File: config.mk
export PLATFORM = sky130hd
export DESIGN_NAME = regfile_sb
export DESIGN_NICKNAME = d
export VERILOG_FILES = /design/src/rtl/regfile_sb.sv
export SDC_FILE = /design/constraint.sdc
export NUM_CORES = 1
export LEC_CHECK = 0
export CAP_MARGIN = 15
export CORE_ASPECT_RATIO = 0.7
export CORE_MARGIN = 4
export CORE_UTILIZATION = 45
export DETAILED_ROUTE_END_ITERATION = 8
export PLACE_DENSITY = 0.69
export SLEW_MARGIN = 40
export SYNTH_ARGS = -nofsm -noshare
export SYNTH_HDL_FRONTEND = slang
export SYNTH_SLANG_ARGS = --single-unit
File: constraint.sdc
create_clock -name wrclk -period 4.3 [get_ports wrclk]
set_input_delay 1.29 -clock wrclk [delete_from_list [all_inputs] [get_ports wrclk]]
set_output_delay 1.29 -clock wrclk [all_outputs]
set_load 0.02 [all_outputs]
File: src/rtl/regfile_sb.sv
// regfile_sb: parametrised 2-read/1-write register file with a clear
// sequencer, same-cycle write-to-read bypass and a pending-write scoreboard
// for RAW stall detection at decode.
//
// Ports:
//   wrclk      single clock, all state updates on rising edge
//   rst_n      synchronous active-low reset
//   regwr      write enable (writeback)
//   rw, busW   write address / data
//   ra, rb     read addresses
//   busA, busB combinational read data
//   issue_vld  decode issues an instruction writing issue_rd
//   issue_rd   destination register of the issued instruction
//   busy_a/b   ra/rb has an outstanding write
//   init_busy  clear sequencer active, decode must not issue
module regfile_sb #(
  parameter int unsigned XLEN     = 32,
  parameter int unsigned AW       = 5,
  parameter logic        ZERO_REG = 1'b1,
  parameter logic        BYPASS   = 1'b1
) (
  input  logic            wrclk,
  input  logic            rst_n,
  input  logic            regwr,
  input  logic [AW-1:0]   rw,
  input  logic [XLEN-1:0] busW,
  input  logic [AW-1:0]   ra,
  input  logic [AW-1:0]   rb,
  output logic [XLEN-1:0] busA,
  output logic [XLEN-1:0] busB,
  input  logic            issue_vld,
  input  logic [AW-1:0]   issue_rd,
  output logic            busy_a,
  output logic            busy_b,
  output logic            init_busy
);

  localparam int unsigned NREG = 2 ** AW;

  typedef enum logic {INIT, RUN} state_t;

  state_t            state;
  logic [AW-1:0]     cnt;
  logic [XLEN-1:0]   mem [NREG];
  logic [NREG-1:0]   pend;
  logic [NREG-1:0]   pend_nxt;

  logic run;
  logic wr_zero;
  logic wr_en;
  logic byp_a;
  logic byp_b;

  assign run     = (state == RUN);
  assign wr_zero = ZERO_REG && (rw == '0);
  assign wr_en   = run && regwr && !wr_zero;

  // Bypass only forwards writes that will actually land in the array.
  assign byp_a = BYPASS && regwr && (rw == ra) && !wr_zero;
  assign byp_b = BYPASS && regwr && (rw == rb) && !wr_zero;

  // Clear first, then set: a same-index issue and writeback leaves the
  // newer writer outstanding.
  always_comb begin
    pend_nxt = pend;
    if (regwr)
      pend_nxt[rw] = 1'b0;
    if (issue_vld && !(ZERO_REG && (issue_rd == '0)))
      pend_nxt[issue_rd] = 1'b1;
  end

  always_ff @(posedge wrclk) begin
    if (!rst_n) begin
      state     <= INIT;
      cnt       <= '0;
      init_busy <= 1'b1;
      pend      <= '0;
    end else begin
      case (state)
        INIT: begin
          mem[cnt] <= '0;
          cnt      <= cnt + AW'(1);
          if (cnt == '1) begin
            state     <= RUN;
            init_busy <= 1'b0;
          end
        end
        RUN: begin
          if (wr_en)
            mem[rw] <= busW;
          pend <= pend_nxt;
        end
        default: begin
          state     <= INIT;
          cnt       <= '0;
          init_busy <= 1'b1;
        end
      endcase
    end
  end

  always_comb begin
    busA = '0;
    if (run && !(ZERO_REG && (ra == '0)))
      busA = byp_a ? busW : mem[ra];
  end

  always_comb begin
    busB = '0;
    if (run && !(ZERO_REG && (rb == '0)))
      busB = byp_b ? busW : mem[rb];
  end

  assign busy_a = run && pend[ra] && !byp_a;
  assign busy_b = run && pend[rb] && !byp_b;

endmodule

Word-level counts from Yosys, hierarchy flattened
Memories as Yosys holds them, arrays and structs flattened. Index checks and enable logic that the tools add are counted.

Memories: 1. Bits of input ports: 56. Word-level logic and storage cells: 72. RAM bits: 1024. Bits in registers: 39. Output and inout bits: 67.

Memory list: mem (depth 32, width 32, rd ports 2, clocked after Yosys merged registers in 0, wr ports 1, RTL line 44) `logic [XLEN-1:0] mem [NREG];`.

Equality and inequality tests: 3. Reduce and logical (&&, ||, !) cells: 27. Add/sub/neg operators: 1. Bitwise operators: 4. Multiplexer cells: 26. Order comparisons: 6.

Operators by type and width (number): $mux W32 (7); $and A32 B32 Y32 (1); $not A32 Y32 (1); $or A32 B32 Y32 (1); $reduce_or A32 Y1 (1); $lt A5 B6 Y1 const B (4); $logic_not A5 Y1 (4); $logic_and A1 B1 Y1 (15); $mux W1 (14); $bmux W1 S5 (2); $demux W1 S5 (2); $eq A5 B5 Y1 (2); $ge A5 B1 Y1 const B (2); $logic_not A1 Y1 (6); $add A5 B1 Y5 const B (1); $eq A5 B5 Y1 const B (1); $mux W5 (1); $reduce_and A2 Y1 (1); $not A1 Y1 (1).

Longest topological paths before layout
Depth in word-level cells: 9. Depth in mapped cells: 9. Gate-level depth less buffers: 6.

Least setup slack after synthesis
OpenSTA, ideal clock, no wires.

Kind: input-to-reg. Start: input rw[2]. End: memory mem[15][0] (enable). Data arrival time: 4193 ps. Slack: -314 ps. Buffers on the path: 3. Cell stages on the path: 8. Data required time: 3879 ps. Cell sequence: or3_1 -> buf_4 -> o2111a_1 -> buf_2 -> mux2i_2 -> or3_1 -> buf_2 -> nor2_1.

Cells in the longest elaborated chain, start to end: 9. Elaborated cells on any way between the ends: 10.

Ends and longest elaborated chain: start, declared (RTL line 25) `input logic [AW-1:0] rw,`; $logic_not A5 Y1 (RTL line 55) `assign wr_zero = ZERO_REG && (rw == '0);`; $logic_not A1 Y1 (RTL line 56) `assign wr_en = run && regwr && !wr_zero;`; $logic_and A1 B1 Y1 (RTL line 56); $mux W1 (RTL line 89) `if (wr_en)`; $mux W1 (RTL line 79) `case (state)`; $mux W1 (RTL line 73) `if (!rst_n) begin`; $mux W1 (not written as such) (RTL line 90) `mem[rw] <= busW;`; $reduce_or A32 Y1 (no line); $mux W5 (no line) / $mux W1 (equally long branches); end, declared (RTL line 44).

Several ways; a longest one is shown, not always the timed one.

Worst setup path after layout
Start: input rb[0]. End: output busB[15].

Cells in the longest elaborated chain, start to end: 5. Elaborated cells on any way between the ends: 9.

Ends and longest elaborated chain: start, declared (RTL line 28) `input logic [AW-1:0] rb,`; parallel branches: the longest is 4 deep, another holds $mem_v2 Z32 W32; $mux W32 * (RTL line 110) `if (run && !(ZERO_REG && (rb == '0)))`; end, declared (RTL line 30) `output logic [XLEN-1:0] busB,`.

Mark *: on every way between the ends.

==> metrics.md <==
| Metric | Value |
|---|---|
| Status | `finished, violations left` |
| Failing checks | `setup timing` |
| Clk_lat worst skew | `0.72 ns` |
| CP Capture Type | `primary output` |
| Inserted Clock Buffers | `98` |
| Fin. max-slew vios | `0` |
| Count of input and output buffers | `122` |
| FF-to-FF path depth | `10` |
| Min Tclk post-route | `4.79 ns` |
| Most used DFF post-synth | `edfxtp_1` |
| Worst r2r dst | `mem[8][29]` |
| Fin util | `0.606` |
| DIE WIDTH | `412 µm` |
| Clk_skew | `0.0204 ns` |
| Worst min-delay path class | `flip-flop to flip-flop` |
| Setup WS post-layout | `-0.485 ns` |
| Die footprint | `0.120 mm²` |
| CP max FO | `8` |
| NumNets Final | `3,918` |
| Setup TNS | `-25.03 ns` |
| Remaining global-route overflow | `0` |
| Multi-input logic area | `0.0210 mm²` |
| Max-cap viol count | `0` |
| Hold_sp | `pend[27]` |
| Via count | `36,644` |
| Post-synthesis cell area | `0.0514 mm²` |
| Least-Margin Pin Slew | `0.892 ns` |
| Initial antenna violation count | `5` |
| Syn Area/Cell | `16.7 µm²` |
| CTS tree | `done` |
| Total GRT Usage | `0.300` |
| Longest Clk Path Bufs | `3` |
| Placed inst area | `0.0596 mm²` |
| Fill count | `7,952` |
| Cell Pwr Density | `335 mW/mm²` |
| Seq/Total Area, Yosys | `0.614` |
| Residual DRC | `0` |
| Starting Density | `0.454` |
| First-pass GRT wire length | `259 mm` |
| VDD IR max | `0.000377 V` |
| Fraction of layout cells with a size suffix above 1 | `0.460` |
| Remaining antenna violation count | `0` |
| DRT Wirelength | `187 mm` |
| Drt first pass iters | `6` |
| Register area | `0.0315 mm²` |
| Static Leak | `25.5 nW` |
| Clock Pin Slew Worst Setup and Hold Paths | `0.07 ns` |
| Area Overhead vs Synth | `33.4%` |
| Core Rows | `103` |
| Top Ports | `123` |
| DR vias/cell | `6.71` |
| # hold bufs at CTS | `0` |
| Pre-CTS setup slack | `-1.17 ns` |
| WHS Endpoint | `pend[27]` |
| Die Y | `291 µm` |
| Hold WS | `0.494 ns` |
| Hold Path Cell Cnt | `2` |
| Worst slew margin | `0.404` |
| Iter 0 DRT Violations | `5,769` |
| Register bit count reported by yosys | `1,063` |
| Synth unique cells | `58` |
| RSZ-0062 raised after global routing | `true` |
| FF-to-FF Start | `run` |
| # clock sinks | `1,063` |
| Period utilization | `1.11` |
| Post-DP HPWL | `114 mm` |
| CP arrival | `3.50 ns` |
| Vias in the first global route | `35,935` |
| Hold Violations, Final | `0` |
| Post-synthesis cell count | `3,080` |
| Max H-tree Level | `3` |
| Fin area | `0.0685 mm²` |
| Setup violations, final | `66` |
| Routed WL per cell | `34.2 µm` |
| Largest net degree at the start of global routing | `39` |
| Synth Net Count | `3,138` |
| Clock root buffer | `clkbuf_16` |
| Fmax | `209 MHz` |
| Core area | `0.113 mm²` |
| CP Launch Type | `primary input` |
| Async SR Flop Fraction | `0` |
| CP Class | `primary input to primary output` |
| GP Congestion | `0.954` |
| Post-synth EDFFs | `1,024` |
| Yosys Warn Count | `0` |
| Worst EP required | `3.01 ns` |
| Worst reg2reg setup slack | `1.38 ns` |
## flip-flops by register name, indices dropped and copies added, names as in the netlist
signal / count
run: 1
pend: 32
mem: 1024
cnt: 5
init_busy: 1
## layout make-up
type                       count  share of cell area
tap                         1522              0.0278
sequential                  1063               0.460
inverter                       9            0.000530
clock buffer                 119              0.0376
timing repair buffer         946               0.158
multi-input combinational   1742               0.307
clock inverter                58             0.00864
antenna                        5            0.000183
## power by group
part / switching [W] / internal, W
registers: 0.0000269 / 0.0112
clock network: 0.00403 / 0.00487
logic: 0.00144 / 0.00131
## critical path, stage by stage
cell and delay (ns):
buf_16 0.14, buf_12 0.14, buf_16 0.13, buf_8 0.13, xnor2_2 0.17, nand2_2 0.12, buf_6 0.14, o31ai_4 0.29
a211oi_4 0.07, buf_6 0.15, buf_8 0.17, a221o_1 0.38, buf_4 0.18
## metrics by stage
step	power, W	instances
final	0.0229	5464
after global routing	0.0235	5459
after CTS	0.0227	5410
after detailed placement	0.0136	5066
after global placement	0.0136	5063
after floorplan	0.0125	3080
## Yosys cell counts (all sizes together), types with 7 or more instances
cell type	n	area (µm²)
mux2i	414	4150
mux4	343	7720
o21bai	32	240
nor2	57	219
o21ai	64	320
a221o	64	641
and2	36	225
or2	35	219
nor2b	39	244
a22oi	125	938
xnor2	7	61.3
edfxtp	1024	30700
clkbuf	117	443
a221oi	127	1110
nor3b	65	488
nand2	77	289
buf	149	907
a211oi	35	268
a21oi	133	666
inv	8	30.0
nor4	34	213
dfxtp	39	781
## layout by cell type (no fill, tap or decap), drive strengths merged, types with 65 or more instances in the layout
master  Yosys  final
nand2      77     77
a22oi     125    125
a21oi     133    133
buf       149    894
mux2i     414    414
a221oi    127    127
nor3b      65     65
mux4      343    343
clkbuf    117    127
edfxtp   1024   1024
## metal layers
metal,vias up,part of all wire,track usage
li1,14564,-,-
met1,18636,0.37,0.421
met2,2895,0.41,0.413
met3,547,0.18,0.142
met4,2,0.037,0.0925
met5,-,0.000075,0
## worst max path at each step
stage	from	end	cells past startpoint
after floorplan	rw[2]	mem[15][0]	8
after global placement	rw[3]	busA[11]	7
after detailed placement	rw[3]	busA[23]	10
after CTS	ra[0]	busA[23]	12
after global routing	ra[0]	busA[22]	12
final	rb[0]	busB[15]	13
## kinds of logic after synthesis
group / Yosys count / share of synthesized area
DFF: 1063 / 0.614
AOI/OAI and AO/OA: 597 / 0.0844
xor gates and xnor gates: 12 / 0.00205
and+or+nand+nor: 373 / 0.0408
muxes: 758 / 0.231
buffers and inverters: 275 / 0.0269
adders and majority gates: 2 / 0.000487
## repair_timing
action | 4_1_cts | 5_1_grt
gates cloned | 25 | 6
pin swaps | 129 | 129
endpoints found under the setup margin | 66 | 66
resized for setup | 812 | 300
setup buffers | 159 | 76
Power figures use the tool's default switching activity.
